### src/rtl/bp_pkg.sv
// bp_pkg: shared FSM state enum, update record type and scrub pass count for bp_update_ctrl
package bp_pkg;
  typedef enum logic {RUN, SCRUB} bp_state_e;
  typedef struct packed {
    logic [31:0] pc;
    logic        taken;
    logic [31:0] target;
  } bp_upd_t;
  localparam int SCRUB_PASSES = 3;
endpackage

### src/rtl/bp_update_ctrl_if.sv
// bp_update_ctrl_if: EX resolve port (res_*), fetch redirect (flush_o, redirect_pc_o), predictor write port (upd_*), scrub control (flush_all_i, busy_o); slave = controller, master = EX/predictor side
interface bp_update_ctrl_if;
  logic        res_valid_i;
  logic        res_ready_o;
  logic [31:0] res_pc_i;
  logic        res_taken_i;
  logic [31:0] res_target_i;
  logic        res_pred_taken_i;
  logic [31:0] res_pred_target_i;
  logic        flush_o;
  logic [31:0] redirect_pc_o;
  logic        upd_valid_o;
  logic        upd_ready_i;
  logic        upd_taken_o;
  logic [31:0] upd_addr_o;
  logic [31:0] upd_target_o;
  logic        flush_all_i;
  logic        busy_o;
  modport slave (
    input  res_valid_i, res_pc_i, res_taken_i, res_target_i, res_pred_taken_i, res_pred_target_i,
    input  upd_ready_i, flush_all_i,
    output res_ready_o, flush_o, redirect_pc_o, upd_valid_o, upd_taken_o, upd_addr_o, upd_target_o, busy_o
  );
  modport master (
    output res_valid_i, res_pc_i, res_taken_i, res_target_i, res_pred_taken_i, res_pred_target_i,
    output upd_ready_i, flush_all_i,
    input  res_ready_o, flush_o, redirect_pc_o, upd_valid_o, upd_taken_o, upd_addr_o, upd_target_o, busy_o
  );
endinterface

### src/rtl/bp_upd_fifo.sv
// bp_upd_fifo: sync FIFO of bp_upd_t (clk, rst, push/din in, pop in, dout = head, full/empty out); pointers carry an extra wrap bit
module bp_upd_fifo
  import bp_pkg::*;
#(
  parameter int DEPTH = 4
) (
  input  logic    clk,
  input  logic    rst,
  input  logic    push,
  input  bp_upd_t din,
  input  logic    pop,
  output bp_upd_t dout,
  output logic    full,
  output logic    empty
);
  localparam int AW = $clog2(DEPTH);
  bp_upd_t mem [DEPTH];
  logic [AW:0] wp, rp;
  assign empty = wp == rp;
  assign full  = (wp[AW] != rp[AW]) && (wp[AW-1:0] == rp[AW-1:0]);
  assign dout  = mem[rp[AW-1:0]];
  always_ff @(posedge clk) begin
    if (rst) begin
      wp <= '0;
      rp <= '0;
    end else begin
      if (push) wp <= wp + 1'b1;
      if (pop) rp <= rp + 1'b1;
    end
  end
  always_ff @(posedge clk) begin
    if (push) mem[wp[AW-1:0]] <= din;
  end
endmodule

### src/rtl/bp_update_ctrl.sv
// bp_update_ctrl: BP write-port sequencer (clk, rst, bus.slave: res_* in, flush_o/redirect_pc_o/upd_*/busy_o out); predictor scrub FSM only when BP_SCRUB_EN is defined
module bp_update_ctrl
  import bp_pkg::*;
#(
  parameter int NUM_INDEX_BIT = 3,
  parameter int DEPTH         = 4
) (
  input logic clk,
  input logic rst,
  bp_update_ctrl_if.slave bus
);
  bp_state_e state;
  bp_upd_t   head, rec;
  logic      full, empty, accept, pop, mis;
  bp_upd_fifo #(.DEPTH(DEPTH)) u_fifo (
    .clk(clk), .rst(rst), .push(accept), .din(rec), .pop(pop), .dout(head), .full(full), .empty(empty)
  );
  assign bus.res_ready_o = !full && state == RUN;
  assign accept = bus.res_valid_i && bus.res_ready_o;
  assign mis = bus.res_taken_i ? (!bus.res_pred_taken_i || bus.res_target_i != bus.res_pred_target_i)
                               : bus.res_pred_taken_i;
  assign rec = '{pc: bus.res_pc_i, taken: bus.res_taken_i, target: {bus.res_target_i[31:2], 2'b00}};
  assign pop = state == RUN && !empty && bus.upd_ready_i;
  assign bus.upd_taken_o  = state == RUN && !empty && head.taken;
  assign bus.upd_target_o = (state == RUN && !empty) ? head.target : '0;
`ifdef BP_SCRUB_EN
  logic [NUM_INDEX_BIT-1:0] idx;
  logic [1:0]               pass;
  assign bus.upd_valid_o = state == SCRUB || !empty;
  assign bus.upd_addr_o  = state == SCRUB ? 32'(idx) : (empty ? '0 : head.pc);
  assign bus.busy_o      = state == SCRUB;
`else
  logic unused_flush_all;
  assign unused_flush_all = bus.flush_all_i;
  assign bus.upd_valid_o  = !empty;
  assign bus.upd_addr_o   = empty ? '0 : head.pc;
  assign bus.busy_o       = 1'b0;
`endif
  always_ff @(posedge clk) begin
    if (rst) begin
      state             <= RUN;
      bus.flush_o       <= 1'b0;
      bus.redirect_pc_o <= '0;
`ifdef BP_SCRUB_EN
      idx               <= '0;
      pass              <= '0;
`endif
    end else begin
      bus.flush_o <= accept && mis;
      if (accept && mis) bus.redirect_pc_o <= bus.res_taken_i ? bus.res_target_i : bus.res_pc_i + 32'd4;
`ifdef BP_SCRUB_EN
      if (state == RUN && bus.flush_all_i) begin
        state <= SCRUB;
        idx   <= '0;
        pass  <= '0;
      end else if (state == SCRUB && bus.upd_ready_i) begin
        pass <= (pass == 2'(SCRUB_PASSES - 1)) ? '0 : pass + 1'b1;
        if (pass == 2'(SCRUB_PASSES - 1)) begin
          idx <= idx + 1'b1;
          if (&idx) state <= RUN;
        end
      end
`endif
    end
  end
endmodule

### src/flat_wrapper.sv
// flat-port wrapper written by rule: the top's interface ports become plain ports
module bp_update_ctrl_flat import bp_pkg::*;
#(
  parameter int NUM_INDEX_BIT = 3,
  parameter int DEPTH         = 4
)
  (clk, rst, bus_res_valid_i, bus_res_pc_i, bus_res_taken_i, bus_res_target_i, bus_res_pred_taken_i, bus_res_pred_target_i, bus_upd_ready_i, bus_flush_all_i, bus_res_ready_o, bus_flush_o, bus_redirect_pc_o, bus_upd_valid_o, bus_upd_taken_o, bus_upd_addr_o, bus_upd_target_o, bus_busy_o);
  bp_update_ctrl_if bus_i ();
  input logic clk;
  input logic rst;
  input wire logic [$bits(bus_i.res_valid_i)-1:0] bus_res_valid_i;
  input wire logic [$bits(bus_i.res_pc_i)-1:0] bus_res_pc_i;
  input wire logic [$bits(bus_i.res_taken_i)-1:0] bus_res_taken_i;
  input wire logic [$bits(bus_i.res_target_i)-1:0] bus_res_target_i;
  input wire logic [$bits(bus_i.res_pred_taken_i)-1:0] bus_res_pred_taken_i;
  input wire logic [$bits(bus_i.res_pred_target_i)-1:0] bus_res_pred_target_i;
  input wire logic [$bits(bus_i.upd_ready_i)-1:0] bus_upd_ready_i;
  input wire logic [$bits(bus_i.flush_all_i)-1:0] bus_flush_all_i;
  output wire logic [$bits(bus_i.res_ready_o)-1:0] bus_res_ready_o;
  output wire logic [$bits(bus_i.flush_o)-1:0] bus_flush_o;
  output wire logic [$bits(bus_i.redirect_pc_o)-1:0] bus_redirect_pc_o;
  output wire logic [$bits(bus_i.upd_valid_o)-1:0] bus_upd_valid_o;
  output wire logic [$bits(bus_i.upd_taken_o)-1:0] bus_upd_taken_o;
  output wire logic [$bits(bus_i.upd_addr_o)-1:0] bus_upd_addr_o;
  output wire logic [$bits(bus_i.upd_target_o)-1:0] bus_upd_target_o;
  output wire logic [$bits(bus_i.busy_o)-1:0] bus_busy_o;
  assign bus_i.res_valid_i = bus_res_valid_i;
  assign bus_i.res_pc_i = bus_res_pc_i;
  assign bus_i.res_taken_i = bus_res_taken_i;
  assign bus_i.res_target_i = bus_res_target_i;
  assign bus_i.res_pred_taken_i = bus_res_pred_taken_i;
  assign bus_i.res_pred_target_i = bus_res_pred_target_i;
  assign bus_i.upd_ready_i = bus_upd_ready_i;
  assign bus_i.flush_all_i = bus_flush_all_i;
  assign bus_res_ready_o = bus_i.res_ready_o;
  assign bus_flush_o = bus_i.flush_o;
  assign bus_redirect_pc_o = bus_i.redirect_pc_o;
  assign bus_upd_valid_o = bus_i.upd_valid_o;
  assign bus_upd_taken_o = bus_i.upd_taken_o;
  assign bus_upd_addr_o = bus_i.upd_addr_o;
  assign bus_upd_target_o = bus_i.upd_target_o;
  assign bus_busy_o = bus_i.busy_o;
  bp_update_ctrl #(.NUM_INDEX_BIT(NUM_INDEX_BIT), .DEPTH(DEPTH)) u_core (.clk(clk), .rst(rst), .bus(bus_i));
endmodule
### config.mk
export PLATFORM = sky130hd
export DESIGN_NAME = bp_update_ctrl_flat
export DESIGN_NICKNAME = d
export VERILOG_FILES = /design/src/rtl/bp_pkg.sv /design/src/rtl/bp_update_ctrl_if.sv /design/src/rtl/bp_upd_fifo.sv /design/src/rtl/bp_update_ctrl.sv /design/src/flat_wrapper.sv
export SDC_FILE = /design/constraint.sdc
export NUM_CORES = 1
export LEC_CHECK = 0
export BUFFER_PORTS_ARGS = -buffer_cell sky130_fd_sc_hd__buf_2
export CORE_ASPECT_RATIO = 0.5
export CORE_MARGIN = 4
export CORE_UTILIZATION = 56
export CTS_CLUSTER_SIZE = 28
export DETAILED_ROUTE_END_ITERATION = 16
export HOLD_SLACK_MARGIN = 0.1
export PLACE_DENSITY = 0.79
export SKIP_LAST_GASP = 1
export SYNTH_ARGS = -nofsm -noshare
export SYNTH_HDL_FRONTEND = slang
export SYNTH_SLANG_ARGS = --single-unit
export TNS_END_PERCENT = 10
### constraint.sdc
create_clock -name clk -period 3.2 [get_ports clk]
set_clock_uncertainty 0.05 [all_clocks]
set_input_delay 0.16 -clock clk [delete_from_list [all_inputs] [get_ports clk]]
set_output_delay 0.16 -clock clk [all_outputs]
set_load 0.02 [all_outputs]
==> out/metrics.yaml, run 1 <==
status: "completed"
synth_common_cells: "edfxtp_1 (252), and2_1 (70), mux4_2 (63)"
seq_power_share: 0.454
synth_enable_flop_cells: 252
criticalPathCategory: "reg -> reg"
finalCritPeriodShare: 0.828
areaGrowthSynthToFinish_pct: 22.5
synth-seq-cells: 293
vdd_drop_max_uv: 571
holdWs_ns: 0.208
synth_cell_types: 47
firstDrtPassIters: 5
period_needed_ns: 2.65
die_x_microns: 219
clock_sinks: 293
cts_buffers: 25
critPathArrivalTime_ns: 3.03
start_util: 0.574
root_buffer: "clkbuf_16"
p_sw_mw: 2.77
syn_area_per_cell_sq_um: 16.0
leakage_nw: 5.50
crit_chain: "xnor2_1, nand3_1, and2_1, o21a_2, nand2_1, o41ai_1"
grt_max_degree: 58
place.gp.congestion: 0.871
cpPeakStageDelay_ns: 0.52
start_kind: "flip-flop"
nets: 1157
synthTopCellsByArea: "edfxtp_1 (60%), mux4_2 (11%), dfxtp_1 (6.6%)"
fin_cells: 1367
synth_seq_area_share: 0.670
maxCapViolations: 0
slew_headroom: 0.275
yosysTopAreaCell: "edfxtp_1"
grt_overflow: 0
dieArea_sq_um: 25000
power_frac_comb: 0.236
pin_count: 204
cp_max_fo: 20
synthCells: 783
rows: 38
pwr_density_cell_nw_per_um2: 637
drive_gt1_frac: 0.311
fin_util: 0.703
worst_pin_slew_ns: 1.09
p_int_mw: 7.00
worstSkewPairLatency_ns: 0.54
switching_share: 0.283
synth_top_area_share: 0.604
synth_warnings: 0
die_h_microns: 114
antenna_left: 0
antenna_found_initial: 1
cp-end-kind: "flip-flop"
tritoncts: "built"
clock.fmax_mhz: 377
synth_flop_cell: "edfxtp_1"
cp_data_required_time_ns: 3.58
setup_tns_ns: 0
setup_ws_ns: 0.550
synthesis.area_sq_um: 12500
slew_violations: 0
grt_pass1_wl_microns: 46900
drt-total-wl_microns: 30900
post-route-cell-area_sq_um: 15300
drt_first_iter_violations: 834
dpl_cell_area_sq_um: 13900
cts_max_level: 1
port_buffers: 199
core_area_sq_um: 21800
clockBufferDepth: 3
num_vias: 7914
clockPowerShare: 0.310
synthArstFlopShare: 0
pre_cts_slack_ns: 0.652
gr-usage-all-layers: 0.250
rsz0062_at_grt: "no"
place_inst: 1254
finalSetupViolCount: 0
hold_viol: 0
clkSlewWorstSetupHoldPaths_ns: 0.07
hp-class: "in -> reg"
avgRoutedWirePerCell_microns: 22.6
viasPerCell: 5.79
dp_hpwl_microns: 20000
cp_slowest_cell: "nand2_1"
drc: 0
grt_pass1_vias: 8050
synth.most_common_cell: "edfxtp_1"
power.total_mw: 9.76
-- power by group through the flow --
stage	clock [mW]	combinational, mW	sequential (mW)
finish	3.02	2.31	4.43
global route	3.25	2.47	4.45
CTS	3.07	2.33	4.43
detailed placement	0	2.25	4.52
global placement	0	2.23	4.50
floorplan	0	1.45	4.52
-- what timing repair did --
item | in CTS | in global routing
hold buffers | 67 | 0
setup buffers | 0 | 0
endpoints found under the hold margin | 284 | 0
resized for setup | 0 | 0
-- cell usage in the layout (no fill, tap or decap), types with 16 or more instances in the layout --
cell type      synthesis  final
edfxtp_1             252    252
a21oi_1               28     28
dfxtp_1               41     39
o21ai_0               42     42
mux4_2                63     63
dlygate4sd3_1          0     67
inv_1                 16     16
and2_1                70     66
xnor2_1               54     54
nand3_1               24     24
clkbuf_16              0     25
buf_2                  9    199
nor2_1                22     22
-- sequential cells by signal, indices dropped and copies added (netlist names), named ones only --
signal                    count
u_core.bus.flush_o            1
u_core.u_fifo.wp              3
u_core.bus.redirect_pc_o     32
u_core.u_fifo.mem           252
u_core.u_fifo.rp              3
-- final cells by class --
cell class                 count  area [sq um]
fill                        1442          6490
clock inverter                13           140
tap                          300           375
multi-input combinational    428          3840
sequential                   293          8390
antenna                        1          2.50
inverter                      16          60.1
timing repair buffer         284          1860
clock buffer                  32           652
-- per-layer routing --
layer  part of all wire  vias to the layer above  GRT usage
met3              0.081                       64     0.0567
met2               0.48                      346      0.407
met4              0.024                        0     0.0644
met1               0.41                     3979      0.351
met5                  0                        -          0
li1                   -                     3525          -
-- critical path: cells and delay by family, from the launching register on --
kind / cells / cell delay (ns)
xor gates and xnor gates: 1 / 0.12
DFF: 1 / 0.46
and+or+nand+nor: 3 / 1.00
AOI/OAI and AO/OA: 2 / 0.91
-- cell families (layout without fill, tap and decap cells) --
family          count (synthesis)  in the layout  share of synthesized area
fa+ha+maj                       6              6                    0.00600
buf+inv                        64            345                     0.0242
other cells                     1              4                   0.000300
xor+xnor                       66             66                     0.0462
mux                            72             72                      0.121
compound gates                101            101                     0.0480
simple gates                  180            180                     0.0847
flops                         293            293                      0.670
-- final timing paths --
check | from | endpoint | slack (ns) | cells after the start
worst min-delay path | rst | u_core.u_fifo.wp[2]$_SDFFE_PP0P_ | 0.21 | 2
worst min register to register | u_core.bus.redirect_pc_o[27]$_SDFFE_PP0P_ | u_core.bus.redirect_pc_o[27]$_SDFFE_PP0P_ | 0.45 | 2
worst max-delay path | u_core.u_fifo.wp[0]$_SDFFE_PP0P_ | u_core.bus.redirect_pc_o[21]$_SDFFE_PP0P_ | 0.55 | 6
worst max register to register | u_core.u_fifo.wp[0]$_SDFFE_PP0P_ | u_core.bus.redirect_pc_o[21]$_SDFFE_PP0P_ | 0.55 | 6
No activity file was read; power rests on OpenSTA's default activity.
==> run 2, diff against run 1 <==
- ABC_AREA: default -> 1
- CORE_UTILIZATION: 56 -> 57
- PLACE_DENSITY: 0.79 -> 0.8
- clock period: 3.2 -> 2.7 ns (I/O delays scaled with it)
==> run 2 against run 1 <==
Cell count is 44% higher; via count is 38% higher; non-clock buffer count is 12 higher; routed wire length is 19% higher; clock power is 28% higher; critical path type is now reg -> out; critical endpoint is now bus_upd_addr_o[29].
==> out/metrics.yaml, run 2 <==
status: "completed"
cts_buffers: 26  # +4.0%
clock.fmax_mhz: 400
synth_enable_flop_cells: 252  # unchanged
clkSlewWorstSetupHoldPaths_ns: 0.07  # about the same
synth-seq-cells: 293  # unchanged
gr-usage-all-layers: 0.279  # +0.0285
leakage_nw: 7.00  # +27%
avgRoutedWirePerCell_microns: 18.7  # -17%
reg2reg_depth: 10  # +4
mostFrequentLayoutCells: "nand2_1 (310), nor2_1 (300), edfxtp_1 (252), buf_2 (199), inv_1 (145)"
cp-end-kind: "output port"
finalSetupViolCount: 0  # unchanged
grt_pass1_vias: 10500  # +30%
period_needed_ns: 2.50
start_util: 0.581  # +0.00744
firstDrtPassIters: 5  # unchanged
antenna_left: 0  # unchanged
synth_cell_types: 30  # -36%
highest_layer: "met4"
tritoncts: "built"
synthesis.area_sq_um: 13300  # +6.2%
slew_headroom: 0.588  # +0.313
hold_end: "u_core.u_fifo.mem[1][30]$_DFFE_PP_"
rows: 39  # +2.6%
dp_hpwl_microns: 24600  # +23%
finalCritPeriodShare: 0.925
core_area_sq_um: 22900  # +4.9%
nFillCells: 1575  # +9.2%
regToRegSetupSlack_ns: 0.32  # -0.23 ns
synth_flop_cell: "edfxtp_1"
drive_gt1_frac: 0.172  # -0.138
dieArea_sq_um: 26000  # +4.1%
criticalPathCategory: "reg -> out"
worstSkewPairLatency_ns: 0.52  # -0.02 ns
drt-total-wl_microns: 36900  # +19%
cts_max_level: 1  # unchanged
cp_data_required_time_ns: 2.52  # -1.06 ns
fin_cells: 1973  # +44%
syn_area_per_cell_sq_um: 9.58  # -40%
antenna_found_initial: 1  # unchanged
grt_pass1_wl_microns: 56500  # +21%
die_x_microns: 224  # +2.1%
fin_util: 0.714  # +0.0117
met3_length_microns: 3380  # +34%
r2r_start: "u_core.u_fifo.wp[0]$_SDFFE_PP0P_"
drc: 0  # unchanged
synth_warnings: 0  # unchanged
clockBufferDepth: 3  # unchanged
synth.most_common_cell: "nand2_1"
hp-start: "bus_res_taken_i"
final_common_cell: "nand2_1"
drt-met1-wl_microns: 15200  # +18%
synthCells: 1388  # +77%
place.gp.congestion: 0.997  # +15%
post_cts_buffers: 0  # unchanged
r2r-end: "u_core.bus.redirect_pc_o[8]$_SDFFE_PP0P_"
rsz0062_at_grt: "no"
route.met2.wl_microns: 17300  # +17%
hp-class: "in -> reg"
num_vias: 10900  # +38%
hold_depth: 2  # unchanged
synth_top_area_share: 0.569  # -0.0354
viasPerCell: 5.55  # -4.1%
hold_viol: 0  # unchanged
cp_max_fo: 28  # +40%
clock_sinks: 293  # unchanged
grt_overflow: 0  # unchanged
slew_violations: 0  # unchanged
pin_count: 204  # unchanged
synthArstFlopShare: 0  # unchanged
yosysTopAreaCell: "edfxtp_1"
grt_max_degree: 63  # +8.6%
vdd_drop_max_uv: 461  # -19%
drt_first_iter_violations: 1344  # +61%
synthTopCellsByArea: "edfxtp_1 (57%), nand2_1 (8.8%), nor2_1 (8.6%)"
synth_seq_area_share: 0.631  # -0.0393
synth_common_cells: "nand2_1 (311), nor2_1 (304), edfxtp_1 (252)"
nets: 1754  # +52%
worst_pin_slew_ns: 0.617  # -0.471 ns
place_inst: 1856  # +48%
critPathArrivalTime_ns: 2.31  # -0.72 ns
largest_register_ffs: 252  # unchanged
root_buffer: "clkbuf_16"
pwr_density_cell_nw_per_um2: 697  # +9.5%
die_h_microns: 116  # +2.0%
port_buffers: 199  # unchanged
areaGrowthSynthToFinish_pct: 22.9
start_kind: "flip-flop"
maxCapViolations: 0  # unchanged
[run 2: changes by cell type after synthesis, sizes merged, moves of 63 or more]
cell	previous run	this run
and2	70	0
nand2	13	312
inv	16	146
nor2	22	305
mux4	63	0
o32ai	0	63
[run 2: metal layers]
layer | track usage | vias to the layer above
met5 | 0 | -
met4 | 0.0681 | 0
met3 | 0.0476 | 74
met2 | 0.468 | 550
met1 | 0.388 | 5194
li1 | - | 5131
[run 2: cell type report]
class / instances / area [sq um] / area share
Tap cell: 307 / 384 / 0.0235
Sequential cell: 293 / 8400 / 0.514
Multi-Input combinational cell: 881 / 4100 / 0.251
Antenna cell: 1 / 2.50 / 0.000153
Clock buffer: 30 / 707 / 0.0433
Clock inverter: 18 / 191 / 0.0117
Timing Repair Buffer: 296 / 2010 / 0.123
Inverter: 147 / 553 / 0.0338
[run 2: what timing repair did]
| action | in CTS | in global routing |
|---|---|---|
| hold endpoints to repair | 271 | 0 |
| gates resized for setup | 0 | 0 |
| hold buffers | 68 | 0 |
[run 2: how the worst max path moves through the flow]
stage / to / slack [ns] / cells after the start
finish: bus_upd_addr_o[29] / 0.20 / 7
global route: u_core.bus.redirect_pc_o[8]$_SDFFE_PP0P_ / 0.07 / 10
CTS: bus_upd_addr_o[29] / 0.21 / 7
detailed placement: u_core.bus.redirect_pc_o[17]$_SDFFE_PP0P_ / 0.42 / 10
global placement: u_core.bus.redirect_pc_o[15]$_SDFFE_PP0P_ / 0.50 / 10
floorplan: u_core.u_fifo.mem[0][0]$_DFFE_PP_ / -0.42 / 6
[run 2: metrics by stage]
step	setup WS (ns)	TNS [ns]	power, mW	instance area [sq um]	hold WS (ns)
4_1_cts	0.206	0	11.4	16300	0.126
3_5_place_dp	0.424	0	7.51	14800	0.316
5_1_grt	0.0749	0	11.9	16300	0.140
2_1_floorplan	-0.417	-78.84	6.67	13300	0.184
3_3_place_gp	0.499	0	7.45	14800	0.312
6_report	0.203	0	11.4	16300	0.145
[run 2: critical path: stages (launching register included)]
cell,delay [ns]
dfxtp_4,0.45
clkinv_2,0.21
buf_4,0.34
nor2_1,0.10
o32ai_1,0.35
nand2_1,0.10
inv_1,0.06
buf_2,0.15
[run 2: cell families (layout without fill, tap and decap cells)]
kind of cell	count (synthesis)	count (layout)	synth area share
simple gates	673	673	0.200
flops	293	293	0.631
buf+inv	216	491	0.0636
compound gates	177	177	0.0853
xor+xnor	22	22	0.0145
fa+ha+maj	6	6	0.00565
other cells	1	4	0.000282
[run 2: report_power, final]
part           internal (mW)  switching [mW]  total (mW)
registers               5.15           0.108        5.26
clock network           2.26            1.61        3.87
logic                  0.747            1.52        2.27
